### src/rtl/bcm_plane_scheduler.sv
// bcm_plane_scheduler
//   Binary-coded-modulation plane/row sequencer for the LED matrix. Requests a
//   shift of the next (row, plane) while the current plane is on. It latches the
//   new plane once the shifter reports done and the on-time has ended.
//
//   Optional feature macro: BCM_SHIFT_WATCHDOG_EN
//     defined   -> the WAIT_SHIFT watchdog is built. shift_fault is sticky until
//                  reset, and while it is set the scheduler stays in IDLE.
//     undefined -> WAIT_SHIFT waits forever. shift_fault is tied to 0.
//
//   Ports
//     clk_in                  system clock
//     reset                   asynchronous active-high reset
//     enable                  run request
//     shift_done              one-cycle pulse: requested plane fully shifted
//     output_enable           high while the current plane's on-time runs
//     shift_start             one-cycle shift request for (row_address, brightness_mask)
//     brightness_mask         one-hot plane being shifted
//     row_address             row being shifted
//     brightness_mask_active  one-hot plane being displayed (0 when idle)
//     row_address_active      row being displayed
//     row_latch               one-cycle latch strobe
//     frame_start             pulse with the latch of row 0, plane 0
//     shift_fault             sticky shift watchdog fault

package params_pkg;
  localparam int BRIGHTNESS_LEVELS = 8;
endpackage

module bcm_plane_scheduler #(
  parameter int BRIGHTNESS_LEVELS = params_pkg::BRIGHTNESS_LEVELS,
  parameter int ROWS              = 16,
  parameter int SHIFT_WATCHDOG    = 4096
) (
  input  logic                         clk_in,
  input  logic                         reset,
  input  logic                         enable,
  input  logic                         shift_done,
  input  logic                         output_enable,
  output logic                         shift_start,
  output logic [BRIGHTNESS_LEVELS-1:0] brightness_mask,
  output logic [$clog2(ROWS)-1:0]      row_address,
  output logic [BRIGHTNESS_LEVELS-1:0] brightness_mask_active,
  output logic [$clog2(ROWS)-1:0]      row_address_active,
  output logic                         row_latch,
  output logic                         frame_start,
  output logic                         shift_fault
);

  localparam int                         RA_W     = $clog2(ROWS);
  localparam logic [RA_W-1:0]            ROW_LAST = RA_W'(ROWS - 1);
  localparam logic [BRIGHTNESS_LEVELS-1:0] PLANE0 = BRIGHTNESS_LEVELS'(1);

  // Elaboration-time parameter sanity checks.
  if (BRIGHTNESS_LEVELS < 2) begin : g_bl_chk
    $error("BRIGHTNESS_LEVELS must be >= 2");
  end
  if (ROWS < 2) begin : g_rows_chk
    $error("ROWS must be >= 2");
  end
  if (SHIFT_WATCHDOG < 1) begin : g_wd_chk
    $error("SHIFT_WATCHDOG must be >= 1");
  end

  typedef enum logic [2:0] {
    IDLE, SHIFT, WAIT_SHIFT, WAIT_OE, LATCH, ADVANCE
  } state_t;

  state_t state;
  logic   run_ok;

`ifdef BCM_SHIFT_WATCHDOG_EN
  localparam int              WD_W    = $clog2(SHIFT_WATCHDOG + 1);
  localparam logic [WD_W-1:0] WD_LAST = WD_W'(SHIFT_WATCHDOG - 1);
  logic [WD_W-1:0] wd_cnt;
  // A faulted scheduler stays parked until reset.
  assign run_ok = enable & ~shift_fault;
`else
  assign run_ok      = enable;
  assign shift_fault = 1'b0;
`endif

  always_ff @(posedge clk_in or posedge reset) begin
    if (reset) begin
      state                  <= IDLE;
      brightness_mask        <= PLANE0;
      row_address            <= '0;
      brightness_mask_active <= '0;
      row_address_active     <= '0;
      shift_start            <= 1'b0;
      row_latch              <= 1'b0;
      frame_start            <= 1'b0;
`ifdef BCM_SHIFT_WATCHDOG_EN
      wd_cnt                 <= '0;
      shift_fault            <= 1'b0;
`endif
    end else begin
      // The strobes are pulses. They are set on entry into their state and
      // cleared on every other cycle.
      shift_start <= 1'b0;
      row_latch   <= 1'b0;
      frame_start <= 1'b0;
      case (state)
        IDLE: begin
          // The zero mask reads as non-one-hot downstream, which blanks the display.
          brightness_mask_active <= '0;
          if (run_ok) begin
            state       <= SHIFT;
            shift_start <= 1'b1;
          end
        end
        SHIFT: begin
          // The shifter never answers in the request cycle, so shift_done is
          // not looked at here.
          state <= WAIT_SHIFT;
`ifdef BCM_SHIFT_WATCHDOG_EN
          wd_cnt <= '0;
`endif
        end
        WAIT_SHIFT: begin
          if (shift_done) begin
            state <= WAIT_OE;
`ifdef BCM_SHIFT_WATCHDOG_EN
          end else if (wd_cnt == WD_LAST) begin
            shift_fault            <= 1'b1;
            brightness_mask_active <= '0;
            state                  <= IDLE;
          end else begin
            wd_cnt <= wd_cnt + 1'b1;
`endif
          end
        end
        WAIT_OE: begin
          // Latch as soon as the previous plane's on-time has ended. The low
          // output_enable seen right after a latch is never sampled here,
          // because at least three states lie in between.
          if (!output_enable) begin
            state                  <= LATCH;
            row_latch              <= 1'b1;
            frame_start            <= (brightness_mask == PLANE0) && (row_address == '0);
            brightness_mask_active <= brightness_mask;
            row_address_active     <= row_address;
          end
        end
        LATCH: state <= ADVANCE;
        ADVANCE: begin
          brightness_mask <= {brightness_mask[BRIGHTNESS_LEVELS-2:0],
                              brightness_mask[BRIGHTNESS_LEVELS-1]};
          if (brightness_mask[BRIGHTNESS_LEVELS-1])
            row_address <= (row_address == ROW_LAST) ? '0 : row_address + 1'b1;
          if (run_ok) begin
            state       <= SHIFT;
            shift_start <= 1'b1;
          end else begin
            state <= IDLE;
          end
        end
        default: state <= IDLE;
      endcase
    end
  end

endmodule

### config.mk
export PLATFORM = sky130hd
export DESIGN_NAME = bcm_plane_scheduler
export DESIGN_NICKNAME = d
export VERILOG_FILES = /design/src/rtl/bcm_plane_scheduler.sv
export SDC_FILE = /design/constraint.sdc
export NUM_CORES = 1
export LEC_CHECK = 0
export CORE_MARGIN = 4
export CORE_UTILIZATION = 43
export DETAILED_ROUTE_END_ITERATION = 7
export PLACE_DENSITY = 0.74
export SLEW_MARGIN = 10
export SYNTH_ARGS = -nofsm -noshare
export SYNTH_HDL_FRONTEND = slang
export SYNTH_SLANG_ARGS = --single-unit
### constraint.sdc
create_clock -name clk_in -period 1.7 [get_ports clk_in]
set_clock_uncertainty 0.2 [all_clocks]
set_input_delay 0.34 -clock clk_in [delete_from_list [all_inputs] [get_ports clk_in]]
set_output_delay 0.34 -clock clk_in [all_outputs]
set_load 0.02 [all_outputs]
# After elaboration in Yosys (flattened, before gate mapping)

Cells that the tools add are included.

Add/sub/neg operators: 1
Eq/ne operators: 10
Muxes and demuxes: 14
Bitwise operators: 1
Reduce and logical (&&, ||, !) cells: 9

Operators with widths:

| operator            | count |
|---|---|
| $pmux 3 s6          | 1 |
| $pmux 8 s2          | 1 |
| $mux 3              | 3 |
| $eq 8x1->1 const B  | 1 |
| $mux 8              | 1 |
| $mux 1              | 7 |
| $eq 3x2->1 const B  | 2 |
| $eq 3x3->1 const B  | 2 |
| $ne 2x2->1 const B  | 3 |
| $reduce_and 2->1    | 3 |
| $add 4x1->4 const B | 1 |
| $eq 4x4->1 const B  | 1 |
| $logic_not 4->1     | 1 |
| $mux 4              | 1 |
| $eq 3x1->1 const B  | 1 |
| $logic_not 3->1     | 1 |
| $reduce_and 3->1    | 1 |
| $reduce_bool 2->1   | 1 |
| $reduce_or 2->1     | 1 |
| $logic_and 1x1->1   | 1 |
| $not 1->1           | 1 |

Flip-flop bits (word level): 30
Input port bits: 5
Output and inout bits: 28
Logic and storage cells: 43

# Longest topological paths before layout

Gate-level depths: netlist of run 1.

Depth after elaboration: 4
Depth in mapped cells: 5
Gate-level depth less buffers: 4

# Least setup slack after synthesis of run 1

Ideal clock, no wire load.

Path kind: register -> register
Start point: register state[2]
End point: register row_address_active[0]
Library setup time: 0.125 ns
Arrival: 1.223 ns
Data required time: 1.375 ns
Setup slack: 0.153 ns
Cell stages (with the launch flop): 5
Path buffers: 1
Clock period less this slack: 1.547 ns
Path through: dfrtp_1 buf_6 nor3b_4 nand2_4 mux2_2

Longest elaborated chain between the ends: 2

RTL lines:

| what                       | RTL line | RTL |
|---|---|---|
| start: declaration         | 69       | `state_t state;` |
| start signal: assignment   | 85       | `state <= IDLE;` |
| start signal: assignment   | 108      | `state <= SHIFT;` |
| start signal: assignment   | 115      | `state <= WAIT_SHIFT;` |
| $eq 3x2->1                 | 103      | `case (state)` |
| $reduce_and 2->1 (no line) | -        |  |
| end signal: assignment     | 142      | `row_address_active <= row_address;` |
| end: declaration           | 44       | `output logic [$clog2(ROWS)-1:0] row_address_active,` |

No other way between the ends.
A chain may end at the register's enable or synchronous reset.

# Worst setup path after layout of run 1

Start point: register brightness_mask_active[2]
End point: output brightness_mask_active[2]

RTL lines:

| what                     | RTL line | RTL |
|---|---|---|
| start: declaration       | 43       | `output logic [BRIGHTNESS_LEVELS-1:0] brightness_mask_active,` |
| start signal: assignment | 141      | `brightness_mask_active <= brightness_mask;` |

No word-level cell between the ends.

==> impl_metrics.ini, run 1 <==
[outcome]
status = complete, no violations

[synth]
yosysTopAreaCell = dfrtp_1
synthesis.nets = 119
synthArstFlopShare_pct = 100
synth_flop_cell = dfrtp_1
netlist_area_um2 = 1340
ys_top_cells_by_area = dfrtp_1, mux2_2, a32oi_1
synth_edf_count = 0
synthCells = 112
syn_area_per_cell_um2 = 12.0
yosys.cell_types.count = 33
synth_top_cell_area_share_pct = 54.1
synth_warnings = 0
synth-seq-cells = 30
ys_seq_area_share_pct = 56.1

[critical_path]
crit_path_start_kind = flip-flop
cp_top_family = flip-flops
arrival_ps = 1070
endpoint_kind = output port
crit_chain = dlygate4sd2_1
path_buf_inv = 1
path_max_fanout = 3
worst_path_max_delay_cell = dfrtp_1
worst-setup-path-type = reg2out
slowest_delay_ps = 410
required_ps = 1160

[worst_hold_path]
hp-class = in2async

[die]
row_count = 20
core_area_um2 = 3030
start_util_pct = 44.3
die_h_um = 63.9
die_w_um = 63.9
ios = 33
dieArea_um2 = 4080

[routing]
drt_iter0_markers = 35
post-route-drc-count = 0
vias = 1013
drt-total-wl_mm = 3.02
viasPerCell = 4.85
ant_nets = 0
wl_per_cell_um = 14.4
first_pass_iters = 4

[cts]
cts_buffer_depth = 2
h-tree-depth = 2
clkSinkCount = 30
cts_root_buf = clkbuf_4
cts_tree = built
clk_pin_slew_ps = 90
clk_latency_ps = 330
numCtsBuffers = 5

[place]
gp_congestion = 0.826
place.port_buffers = 31
placed_area_um2 = 1820
place_hpwl_mm = 2.21

[timing]
rsz0062_at_grt = false
setup_viol = 0
fin_crit_ps = 1610
hold_viol = 0
post-route-period-util_pct = 94.8
fmaxAchievable_mhz = 621
timing_max_transition_violations_final = 0

[finish]
drive_gt1_share_pct = 25.5
postLayoutCellArea_um2 = 1840
area_growth_syn_to_layout_pct = 37.5
n_antenna_cell = 0
fin_nets = 171

[power_and_ir_drop]
power.leakage_uw = 0.00100
ir_drop_v = 0.000539
powerDensity_nw_per_um2 = 950
p_total_uw = 1750

[global_route]
grt-ovfl-total = 0
antenna_found_initial = 0
grt_pass1_wl_mm = 5.05
grt.total_usage_pct = 16.4
grt_max_degree = 31
grt_pass1_vias = 1027

[run]
drv_cap = 0
power by group:
group / switching (µW) / internal (µW)
Sequential: 57.1 / 764
Clock: 243 / 165
Combinational: 289 / 235
routing by layer:
metal  vias up  global-route usage [%]  part of all wire [%]
met5         -                       0                     0
met4         0                    7.28                   1.5
met3         4                    7.38                   5.2
met2        27                    23.6                    48
met1       483                    21.1                    45
li1        499                       -                     -
path summary, 6_finish.rpt:
path / start / endpoint / slack [ps] / depth (start not counted)
max: brightness_mask_active[2] / brightness_mask_active[2] / 90 / 1
min: reset / state[2] / 140 / 3
max reg2reg: state[0] / frame_start / 100 / 3
min reg2reg: row_address_active[0] / row_address_active[0] / 310 / 1
max in group asynchronous: reset / brightness_mask[0] / 920 / 3
min in group clk_in: row_address_active[0] / row_address_active[0] / 310 / 1
what timing repair did:
| item | in CTS | in global routing |
|---|---|---|
| hold buffers | 0 | 0 |
| gates resized for setup | 29 | 4 |
| buffers inserted | 0 | 1 |
| pin swaps | 0 | 1 |
| setup endpoints to repair | 27 | 4 |
| cloned | 0 | 0 |
registers in the layout (all words and copies together), names as in the netlist:
register                flops
row_address_active          4
brightness_mask_active      8
state                       3
row_address                 4
frame_start                 1
brightness_mask             8
shift_start                 1
row_latch                   1
layout by cell type, fill, tap and decap left out, types with 2 or more instances in the layout:
| master | count |
|---|---|
| dfrtp_1 | 29 |
| ha_1 | 2 |
| inv_1 | 13 |
| a21o_1 | 2 |
| o21ai_0 | 9 |
| clkbuf_4 | 5 |
| clkdlybuf4s50_1 | 4 |
| dlygate4sd2_1 | 25 |
| nor2_1 | 2 |
| buf_4 | 18 |
| a32oi_1 | 6 |
| nand2_1 | 4 |
| a22o_1 | 4 |
| clkbuf_1 | 3 |
| nor4_1 | 2 |
| mux2_2 | 12 |
| nand2b_1 | 2 |
| a21oi_1 | 3 |
through the flow:
stage | setup slack, ps | util, % | std cells | hold WS, ps | TNS [ps]
after CTS | 30.6 | 60.8 | 208 | 138 | 0
final | 89.1 | 60.9 | 209 | 139 | 0
after detailed placement | -168 | 60.2 | 200 | 301 | -1220
after global routing | 10.7 | 60.9 | 209 | 158 | 0
after global placement | -86.5 | 60.2 | 200 | 296 | -778
after floorplan | 153 | - | 112 | 230 | 0
final cells by class:
type | instances | area, µm²
timing repair buffer | 50 | 424
tap | 44 | 55.1
inverter | 13 | 48.8
sequential | 30 | 752
multi-input combinational | 64 | 515
clock buffer | 8 | 48.8
fill | 270 | 1180
cell usage after synthesis, drive strengths merged (3+ instances only):
library cell / count
a21oi: 3
a22o: 4
a32oi: 6
buf: 3
dfrtp: 29
inv: 13
mux2: 12
nand2: 5
nor4: 3
o21ai: 9
kinds of logic (layout without fill, tap and decap cells):
family	count (synthesis)	count (layout)	synth area share (%)
multiplexers	13	13	10.8
XOR/XNOR	2	2	1.31
AO/OA/AOI/OAI	27	27	13.9
AND/OR/NAND/NOR	18	18	9.05
buffers and inverters	18	71	5.97
flip-flops	30	30	56.1
adder cells (fa/ha/maj)	3	3	2.61
other	1	1	0.280
No activity file was read; power rests on OpenSTA's default activity.
==> inputs of run 2 (changes only) <==
- CTS_CLUSTER_DIAMETER: unset -> 60
==> results of run 2 <==
Same layout as run 1: the final DEF is identical, and so are final timing and power.
